### config.mk
export PLATFORM = sky130hd
export DESIGN_NAME = fetch_flow_ctrl
export DESIGN_NICKNAME = d
export VERILOG_FILES = /design/src/rtl/fc_pkg.sv /design/src/rtl/fetch_flow_ctrl.sv
export SDC_FILE = /design/constraint.sdc
export NUM_CORES = 1
export LEC_CHECK = 0
export BUFFER_PORTS_ARGS = -buffer_cell sky130_fd_sc_hd__buf_2
export CORE_MARGIN = 2
export CORE_UTILIZATION = 50
export DETAILED_ROUTE_END_ITERATION = 16
export PLACE_DENSITY = 0.91
export SLEW_MARGIN = 20
export SYNTH_ARGS = -nofsm -noshare
export SYNTH_HDL_FRONTEND = slang
export SYNTH_SLANG_ARGS = --single-unit
### constraint.sdc
create_clock -name clk -period 2.4 [get_ports clk]
set_clock_uncertainty 0.2 [all_clocks]
set_input_delay 0.48 -clock clk [delete_from_list [all_inputs] [get_ports clk]]
set_output_delay 0.48 -clock clk [all_outputs]
set_load 0.02 [all_outputs]
### src/rtl/fc_pkg.sv
// Shared types and constants for the instruction-fetch flow controller.
package fc_pkg;

    localparam int unsigned PC_W = 32;

    typedef enum logic [1:0] {
        ST_RUN    = 2'd0,
        ST_MISS   = 2'd1,
        ST_STALL  = 2'd2,
        ST_REPLAY = 2'd3
    } fc_state_e;

    localparam logic [PC_W-1:0] RESET_PC = 32'h0;

endpackage

### src/rtl/fetch_flow_ctrl.sv
// Sequences IF redirects: arbitrates EX jumps, Icache miss/refill and ID load-use
// stalls into a single back-and-keep / jump command stream plus pipeline flush/hold.
module fetch_flow_ctrl
    import fc_pkg::*;
#(
    parameter int unsigned MISS_TIMEOUT = 64,
    parameter int unsigned CNT_W        = 8
) (
    input  logic            clk,
    input  logic            rst_n,
    input  logic [PC_W-1:0] if_pc_i,
    input  logic            icache_valid_i,
    input  logic            icache_hit_i,
    input  logic [PC_W-1:0] icache_miss_pc_i,
    input  logic            icache_refill_done_i,
    input  logic            ex_jump_flag_i,
    input  logic [PC_W-1:0] ex_jump_pc_i,
    input  logic            id_stall_i,
    output logic            fc_bk_if_o,
    output logic            fc_jump_flag_if_o,
    output logic [PC_W-1:0] fc_jump_pc_if_o,
    output logic            fc_flush_ifid_o,
    output logic            fc_flush_idex_o,
    output logic            fc_hold_ifid_o,
    output logic            fc_busy_o,
    output logic            fc_err_o
);

    localparam logic [CNT_W-1:0] CNT_MAX     = {CNT_W{1'b1}};
    localparam logic [CNT_W-1:0] CNT_TIMEOUT = CNT_W'(MISS_TIMEOUT);

    fc_state_e        state_q,      state_d;
    logic [PC_W-1:0]  replay_pc_q,  replay_pc_d;
    logic [PC_W-1:0]  redir_pc_q,   redir_pc_d;
    logic             redir_pend_q, redir_pend_d;
    logic [CNT_W-1:0] miss_cnt_q,   miss_cnt_d;
    logic             err_q,        err_d;

    logic icache_miss;
    assign icache_miss = icache_valid_i & ~icache_hit_i;

    always_ff @(posedge clk) begin
        if (!rst_n) begin
            state_q      <= ST_RUN;
            replay_pc_q  <= RESET_PC;
            redir_pc_q   <= RESET_PC;
            redir_pend_q <= 1'b0;
            miss_cnt_q   <= '0;
            err_q        <= 1'b0;
        end else begin
            state_q      <= state_d;
            replay_pc_q  <= replay_pc_d;
            redir_pc_q   <= redir_pc_d;
            redir_pend_q <= redir_pend_d;
            miss_cnt_q   <= miss_cnt_d;
            err_q        <= err_d;
        end
    end

    always_comb begin
        state_d      = state_q;
        replay_pc_d  = replay_pc_q;
        redir_pc_d   = redir_pc_q;
        redir_pend_d = redir_pend_q;
        miss_cnt_d   = miss_cnt_q;
        err_d        = err_q;
        case (state_q)
            ST_RUN: begin
                // A resolved jump makes any concurrent miss or stall wrong-path.
                if (!ex_jump_flag_i) begin
                    if (icache_miss) begin
                        replay_pc_d = icache_miss_pc_i;
                        miss_cnt_d  = '0;
                        state_d     = ST_MISS;
                    end else if (id_stall_i) begin
                        replay_pc_d = if_pc_i;
                        state_d     = ST_STALL;
                    end
                end
            end
            ST_MISS: begin
                if (miss_cnt_q != CNT_MAX) begin
                    miss_cnt_d = miss_cnt_q + CNT_W'(1);
                end
                if (miss_cnt_q >= CNT_TIMEOUT) begin
                    err_d = 1'b1;
                end
                if (ex_jump_flag_i) begin
                    redir_pc_d   = ex_jump_pc_i;
                    redir_pend_d = 1'b1;
                end
                if (icache_refill_done_i) begin
                    state_d = ST_REPLAY;
                end
            end
            ST_STALL: begin
                if (ex_jump_flag_i) begin
                    redir_pc_d   = ex_jump_pc_i;
                    redir_pend_d = 1'b1;
                end
                if (!id_stall_i) begin
                    state_d = ST_REPLAY;
                end
            end
            ST_REPLAY: begin
                redir_pend_d = 1'b0;
                state_d      = ST_RUN;
            end
            default: state_d = ST_RUN;
        endcase
    end

    always_comb begin
        fc_bk_if_o        = 1'b0;
        fc_jump_flag_if_o = 1'b0;
        fc_jump_pc_if_o   = '0;
        fc_flush_ifid_o   = 1'b0;
        fc_flush_idex_o   = 1'b0;
        fc_hold_ifid_o    = 1'b0;
        fc_busy_o         = 1'b0;
        fc_err_o          = 1'b0;
        if (rst_n) begin
            fc_busy_o = (state_q != ST_RUN);
            fc_err_o  = err_q;
            case (state_q)
                ST_RUN: begin
                    if (ex_jump_flag_i) begin
                        fc_jump_flag_if_o = 1'b1;
                        fc_jump_pc_if_o   = ex_jump_pc_i;
                        fc_flush_ifid_o   = 1'b1;
                        fc_flush_idex_o   = 1'b1;
                    end else if (icache_miss) begin
                        fc_bk_if_o      = 1'b1;
                        fc_flush_ifid_o = 1'b1;
                    end else if (id_stall_i) begin
                        fc_bk_if_o      = 1'b1;
                        fc_hold_ifid_o  = 1'b1;
                        fc_flush_idex_o = 1'b1;
                    end
                end
                ST_MISS: begin
                    fc_bk_if_o      = 1'b1;
                    fc_flush_ifid_o = 1'b1;
                    fc_flush_idex_o = ex_jump_flag_i;
                end
                ST_STALL: begin
                    fc_bk_if_o      = id_stall_i;
                    fc_hold_ifid_o  = id_stall_i;
                    fc_flush_idex_o = id_stall_i | ex_jump_flag_i;
                    fc_flush_ifid_o = ex_jump_flag_i;
                end
                ST_REPLAY: begin
                    fc_jump_flag_if_o = 1'b1;
                    fc_flush_ifid_o   = 1'b1;
                    fc_flush_idex_o   = ex_jump_flag_i;
                    // A live EX redirect beats a latched one, which beats the replay PC.
                    if (ex_jump_flag_i) begin
                        fc_jump_pc_if_o = ex_jump_pc_i;
                    end else if (redir_pend_q) begin
                        fc_jump_pc_if_o = redir_pc_q;
                    end else begin
                        fc_jump_pc_if_o = replay_pc_q;
                    end
                end
                default: ;
            endcase
        end
    end

endmodule

==> impl_metrics.env, run 1 <==
export IMPL_hp_class="in -> reg"
export IMPL_worstPathCellList="inv_2 -> ha_4 -> or3_4 -> clkbuf_16 -> nor2_4 -> buf_6"
export IMPL_fin_total_pwr_uw=4750
export IMPL_timing_final_max_slew_violations=0
export IMPL_grt_antenna_before_repair=0
export IMPL_floorplan_initialDensity_pct=52.0
export IMPL_max_slew_margin_vs_limit_pct=58.0
export IMPL_synthesized_area_um2=4060
export IMPL_post_place_cells=780
export IMPL_grt_pass1_wl_um=19500
export IMPL_post_synth_top_area_fraction_pct=37.5
export IMPL_clock_tree_root_cell="clkbuf_8"
export IMPL_hold_path_startpoint="ex_jump_pc_i[16]"
export IMPL_synth_async_reset_ratio_pct=0
export IMPL_std_cell_rows=32
export IMPL_preCtsSetupSlack_ns=0.00491
export IMPL_crit_type="reg -> out"
export IMPL_count_of_flip_flops_with_a_built_in_enable_after_synthesis=0
export IMPL_violations_in_the_final_reports="setup timing"
export IMPL_grt_remaining_overflow=0
export IMPL_dr_first_iter_drc_count=245
export IMPL_timing_critical_path_slowest_cell_delay_ns=0.48
export IMPL_vias_in_the_first_global_route=4305
export IMPL_period_needed_ns=2.56
export IMPL_cp_slowest_cell="or3_4"
export IMPL_crit_path_max_fanout=7
export IMPL_cp_num_buf_inv=3
export IMPL_layout_worst_path_cycle_share_pct=107
export IMPL_synth_top_cells_by_count="nand2_1, nor2_1, dfxtp_1"
export IMPL_avgSynthCellArea_um2=7.16
export IMPL_post_drt_via_cell_ratio=5.73
export IMPL_die_outline_area_um2=8860
export IMPL_power_per_cell_area_nw_per_um2=827
export IMPL_clock_path_buffers=2
export IMPL_synth_ff_type="dfxtp_1"
export IMPL_number_of_buffers_inserted_by_port_buffering=141
export IMPL_setup_worst_path_end_class="output port"
export IMPL_vias=4587
export IMPL_clock_sink_count=76
export IMPL_dr_pass1_iters=6
export IMPL_reg_clk_slew_reported_paths_ns=0.09
export IMPL_fin_worst_hold_slack_ns=0.170
export IMPL_synth_warnings=0
export IMPL_maxClockFrequency_mhz=390
export IMPL_synth_area_leaders="dfxtp_1, nand2_1, nor2_1"
export IMPL_number_of_h_tree_branching_levels=3
export IMPL_placeableCoreArea_um2=7810
export IMPL_start_kind="flip-flop"
export IMPL_insertion_delay_of_the_later_clocked_pin_in_the_worst_skew_pair_ns=0.34
export IMPL_synth_top_cell_by_area="dfxtp_1"
export IMPL_final_nets=803
export IMPL_synthCells=567
export IMPL_multi_input_logic_area_um2=2620
export IMPL_n_antenna_cell=0
export IMPL_cts_tree="built"
export IMPL_leakage_power_summed_over_all_cells_uw=0.00225
export IMPL_sequential_cell_area_um2=1530
export IMPL_holdBufCountCts=0
export IMPL_filler_cell_count=592
export IMPL_post_route_drc_count=0
export IMPL_crit_reg2reg_launch="state_q[1]"
export IMPL_area_growth_pct=41.2
export IMPL_drt_total_wl_um=12900
export IMPL_final_antenna_net_count=0
export IMPL_critical_path_arrival_ns=1.88
export IMPL_synth_register_bits=76
export IMPL_grt_max_degree=65
export IMPL_place_detailed_hpwl_um=7870
export IMPL_numCtsBuffers=9
export IMPL_timing_critical_path_required_ns=1.72
export IMPL_peakVddDrop_mv=0.422
export IMPL_number_of_failing_hold_endpoints_at_the_final_stage=0
export IMPL_worst_slew_pin_transition_ns=0.630
export IMPL_drive_gt1_share_pct=33.6
export IMPL_final_setup_tns_ns=-4.52
export IMPL_synthDistinctLibCells=38
export IMPL_endpoints_failing_setup=35
export IMPL_finalNonFillerCells=801
export IMPL_outcome="finished with violations"
export IMPL_detail_route_wl_per_cell_um=16.2
export IMPL_die_w_um=94.1
export IMPL_floorplan_die_height_um=94.1
export IMPL_synthesis_nets=675
export IMPL_ioPinCount=142
export IMPL_startpoint="state_q[1]"
export IMPL_cpLargestDelayFamily="simple AND/OR/NAND/NOR gates"
export IMPL_finalWorstSetupSlack_ns=-0.164
export IMPL_gp_congestion=0.841
export IMPL_synth_yosys_seq_area_share_pct=37.5
export IMPL_grt_setup_unrepaired="yes"
export IMPL_groute_usage_overall_pct=27.7
export IMPL_maxCapViolations=0
export IMPL_post_synth_top_count_cell="nand2_1"
[final timing paths]
path | to | slack [ns] | cells past startpoint
worst min register to register | redir_pc_q[24] | 0.26 | 2
worst min-delay path | redir_pc_q[16] | 0.17 | 3
worst max-delay path | fc_jump_pc_if_o[17] | -0.16 | 6
worst max register to register | miss_cnt_q[7] | 0.30 | 8
[tightest hold or removal path: stages]
cell	delay (ns)
buf_2	0.10
nand2_1	0.05
a21oi_1	0.05
[routing by layer]
metal  up-vias  routed length [µm]  GRT usage (%)
met5         -                   0              0
met4         0                 511           16.4
met3        45                 802           4.09
met2       233                6590           48.8
met1      2117                5030           31.4
li1       2192                   -              -
[through the flow]
stage                     util [%]  instance area (µm²)
final                         73.5                 5740
after floorplan                  -                 4060
after global routing          73.5                 5740
after global placement        62.5                 4880
after detailed placement      62.5                 4880
after CTS                     69.1                 5390
[kinds of logic after synthesis]
kind of cell / Yosys count / share of synthesized area, %
mux: 34 / 8.38
fa+ha+maj: 5 / 1.54
buf+inv: 56 / 6.10
compound gates: 128 / 20.1
simple gates: 268 / 26.4
flops: 76 / 37.5
[final cells by class]
class | count | share of cell area, %
Sequential cell | 76 | 26.6
Tap cell | 102 | 2.23
Timing Repair Buffer | 164 | 21.3
Inverter | 9 | 0.676
Multi-Input combinational cell | 435 | 45.7
Clock buffer | 11 | 2.64
Clock inverter | 4 | 0.851
[placed cells by master, fill, tap and decap left out, types with 14 or more instances in the layout]
cell type / count
a21oi_1: 74
a311oi_1: 36
buf_2: 106
buf_4: 14
buf_6: 36
dfxtp_1: 73
mux2i_1: 34
nand2_1: 136
nor2_1: 72
nor2_4: 31
[sequential cells by signal, summed over array words and instances, names as in the netlist]
name / flops
redir_pc_q: 32
state_q: 2
err_q: 1
redir_pend_q: 1
miss_cnt_q: 8
replay_pc_q: 32
[what timing repair did]
action	in CTS	in global routing
endpoints found under the setup margin	38	37
resized for setup	76	81
cloned	2	1
setup buffers	2	1
pin swaps	8	29
[report_power, final]
group | internal, µW | switching (µW) | total (µW)
Clock | 530 | 464 | 994
Sequential | 1480 | 119 | 1600
Combinational | 897 | 1260 | 2160
Total | 2900 | 1840 | 4750
(Power assumes the default switching activity.)
==> inputs of run 2 (changes only) <==
Settings changed: CORE_ASPECT_RATIO from default to 1.4, PLACE_DENSITY 0.91 to 0.78.
==> run 2 against run 1 <==
Compared with the run above: the run still ends with setup timing left; fmax shrank 0.87%; first-iteration DRC count grew 0.82%; critical path depth is the same; final area shrank 3.3%; via count shrank 1.6%; flip-flop and latch count is the same; setup slack lost 0.023 ns; critical endpoint is now fc_jump_pc_if_o[3]; largest power group unchanged; highest routed layer unchanged.
==> impl_metrics.env, run 2 (same netlist as run 1, synthesis figures left out) <==
export IMPL_startpoint="state_q[0]"
export IMPL_holdBufCountCts=0
export IMPL_std_cell_rows=38
export IMPL_clock_power_share_pct=18.5
export IMPL_worst_slew_pin_transition_ns=0.513
export IMPL_gp_congestion=0.875
export IMPL_layout_worst_path_cycle_share_pct=108
export IMPL_die_outline_area_um2=8870
export IMPL_grt_pass1_wl_um=19300
export IMPL_dr_pass1_iters=5
export IMPL_preCtsSetupSlack_ns=0.0382
export IMPL_floorplan_initialDensity_pct=52.1
export IMPL_place_detailed_hpwl_um=7850
export IMPL_die_w_um=80.2
export IMPL_grt_max_degree=50
export IMPL_insertion_delay_of_the_later_clocked_pin_in_the_worst_skew_pair_ns=0.34
export IMPL_cell_internal_pwr_uw=2790
export IMPL_placeableCoreArea_um2=7800
export IMPL_post_drt_via_cell_ratio=5.60
export IMPL_max_slew_margin_vs_limit_pct=65.8
export IMPL_cp_slowest_cell="or3_4"
export IMPL_groute_usage_overall_pct=27.0
export IMPL_number_of_failing_hold_endpoints_at_the_final_stage=0
export IMPL_final_setup_tns_ns=-4.39
export IMPL_ioPinCount=142
export IMPL_final_antenna_net_count=0
export IMPL_timing_critical_path_required_ns=1.72
export IMPL_power_frac_comb_pct=46.3
export IMPL_cp_num_buf_inv=3
export IMPL_r2r_end="miss_cnt_q[2]"
export IMPL_outcome="finished with violations"
export IMPL_fin_total_pwr_uw=4540
export IMPL_drt_total_wl_um=12300
export IMPL_mostFrequentLayoutCells="nand2_1, buf_2, nor2_1, a21oi_1, dfxtp_1"
export IMPL_finalWorstSetupSlack_ns=-0.186
export IMPL_final_common_cell="nand2_1"
export IMPL_cts_tree="built"
export IMPL_clock_path_buffers=2
export IMPL_grt_remaining_overflow=0
export IMPL_crit_path_max_fanout=16
export IMPL_vias_in_the_first_global_route=4138
export IMPL_maxClockFrequency_mhz=387
export IMPL_critical_path_depth=6
export IMPL_post_route_drc_count=0
export IMPL_clock_tree_root_cell="clkbuf_8"
export IMPL_area_growth_pct=36.5
export IMPL_n_antenna_cell=0
export IMPL_cpLargestDelayFamily="simple AND/OR/NAND/NOR gates"
export IMPL_switching_power_uw=1760
export IMPL_dr_first_iter_drc_count=247
export IMPL_peakVddDrop_mv=0.461
export IMPL_clock_sink_count=76
export IMPL_endpoints_failing_setup=34
export IMPL_number_of_buffers_inserted_by_port_buffering=141
export IMPL_leakage_power_summed_over_all_cells_uw=0.00222
export IMPL_maxCapViolations=0
export IMPL_numCtsBuffers=9
export IMPL_detail_route_wl_per_cell_um=15.2
export IMPL_regToRegSetupSlack_ns=0.36
export IMPL_critPathCapture="fc_jump_pc_if_o[3]"
export IMPL_violations_in_the_final_reports="setup timing"
export IMPL_reg_clk_slew_reported_paths_ns=0.07
export IMPL_top_regs="redir_pc_q x32, replay_pc_q x32, miss_cnt_q x8"
export IMPL_worstPathCellList="inv_2 -> ha_4 -> or3_4 -> buf_16 -> nor2_2 -> buf_4"
export IMPL_vias=4512
export IMPL_setup_worst_path_end_class="output port"
export IMPL_drive_gt1_share_pct=31.6
export IMPL_timing_reg2reg_worst_path_depth=8
export IMPL_number_of_h_tree_branching_levels=3
export IMPL_critical_path_arrival_ns=1.91
export IMPL_hold_path_startpoint="ex_jump_pc_i[5]"
export IMPL_start_kind="flip-flop"
export IMPL_period_needed_ns=2.59
export IMPL_netSwitchingFraction_pct=38.7
export IMPL_hp_class="in -> reg"
export IMPL_crit_reg2reg_launch="state_q[1]"
export IMPL_grt_setup_unrepaired="yes"
export IMPL_grt_antenna_before_repair=0
export IMPL_power_per_cell_area_nw_per_um2=820
export IMPL_final_nets=808
export IMPL_filler_cell_count=643
export IMPL_crit_type="reg -> out"
export IMPL_floorplan_die_height_um=111
export IMPL_timing_critical_path_slowest_cell_delay_ns=0.44
export IMPL_seq_power_share_pct=35.3
export IMPL_timing_final_max_slew_violations=0
[run 2: cell types whose count changed in the layout (fill, tap and decap cells not counted), sizes merged]
cell / previous run / this run
inv: 8 / 9
buf: 163 / 169
clkbuf: 12 / 14
bufinv: 1 / 0
clkinv: 4 / 2
[run 2: worst register-to-register path, cell delays in order, from the launching register on]
cell and delay, ns:
dfxtp_2 0.34, inv_2 0.08, buf_4 0.12, ha_4 0.16, buf_6 0.14, nand4_1 0.13, o22ai_2 0.32, nor2_1 0.16
a311oi_1 0.29
[run 2: per-layer routing]
metal	vias to the layer above	share of wire [%]	wire, µm	track usage [%]
met1	2114	40	4850	33.0
met3	21	5.5	676	4.41
li1	2201	-	-	-
met2	176	52	6430	46.4
met5	-	0	0	0
met4	0	2.5	304	10.3
[run 2: timing repair]
action                                  4_1_cts  5_1_grt
pin swaps                                     6        5
resized for setup                            81       34
buffers inserted                              4        3
gates cloned                                  2        0
endpoints found under the setup margin       36       37
[run 2: how the worst min path moves through the flow]
| stage | endpoint | slack [ns] | cells after the start |
|---|---|---|---|
| 5_1_grt | redir_pc_q[13] | 0.18 | 3 |
| 3_3_place_gp | redir_pc_q[3] | 0.24 | 2 |
| 6_report | redir_pc_q[5] | 0.19 | 3 |
| 4_1_cts | redir_pc_q[23] | 0.18 | 3 |
| 2_1_floorplan | err_q | 0.23 | 2 |
| 3_5_place_dp | err_q | 0.25 | 2 |
[run 2: per-stage QoR]
stage | instances | hold slack (ns) | utilization, % | area, µm²
after floorplan | 567 | 0.232 | - | 4060
after global placement | 780 | 0.242 | 62.5 | 4870
after global routing | 805 | 0.180 | 71.1 | 5540
final | 805 | 0.192 | 71.1 | 5540
after CTS | 802 | 0.179 | 68.6 | 5350
after detailed placement | 780 | 0.246 | 62.5 | 4870
[run 2: area by class of cell]
| cell class | count | area (µm²) | share of cell area [%] |
|---|---|---|---|
| Tap cell | 100 | 125 | 2.26 |
| Sequential cell | 76 | 1530 | 27.5 |
| Multi-Input combinational cell | 435 | 2530 | 45.7 |
| Clock buffer | 14 | 153 | 2.75 |
| Clock inverter | 2 | 10.0 | 0.181 |
| Inverter | 9 | 33.8 | 0.609 |
| Timing Repair Buffer | 169 | 1160 | 21.0 |
[run 2: power by group through the flow]
stage	Clock, µW	Sequential (µW)	Combinational [µW]
4_1_cts	859	1600	1900
2_1_floorplan	0	1580	1160
3_3_place_gp	0	1610	1580
3_5_place_dp	0	1630	1630
6_report	838	1600	2100
5_1_grt	915	1620	2270
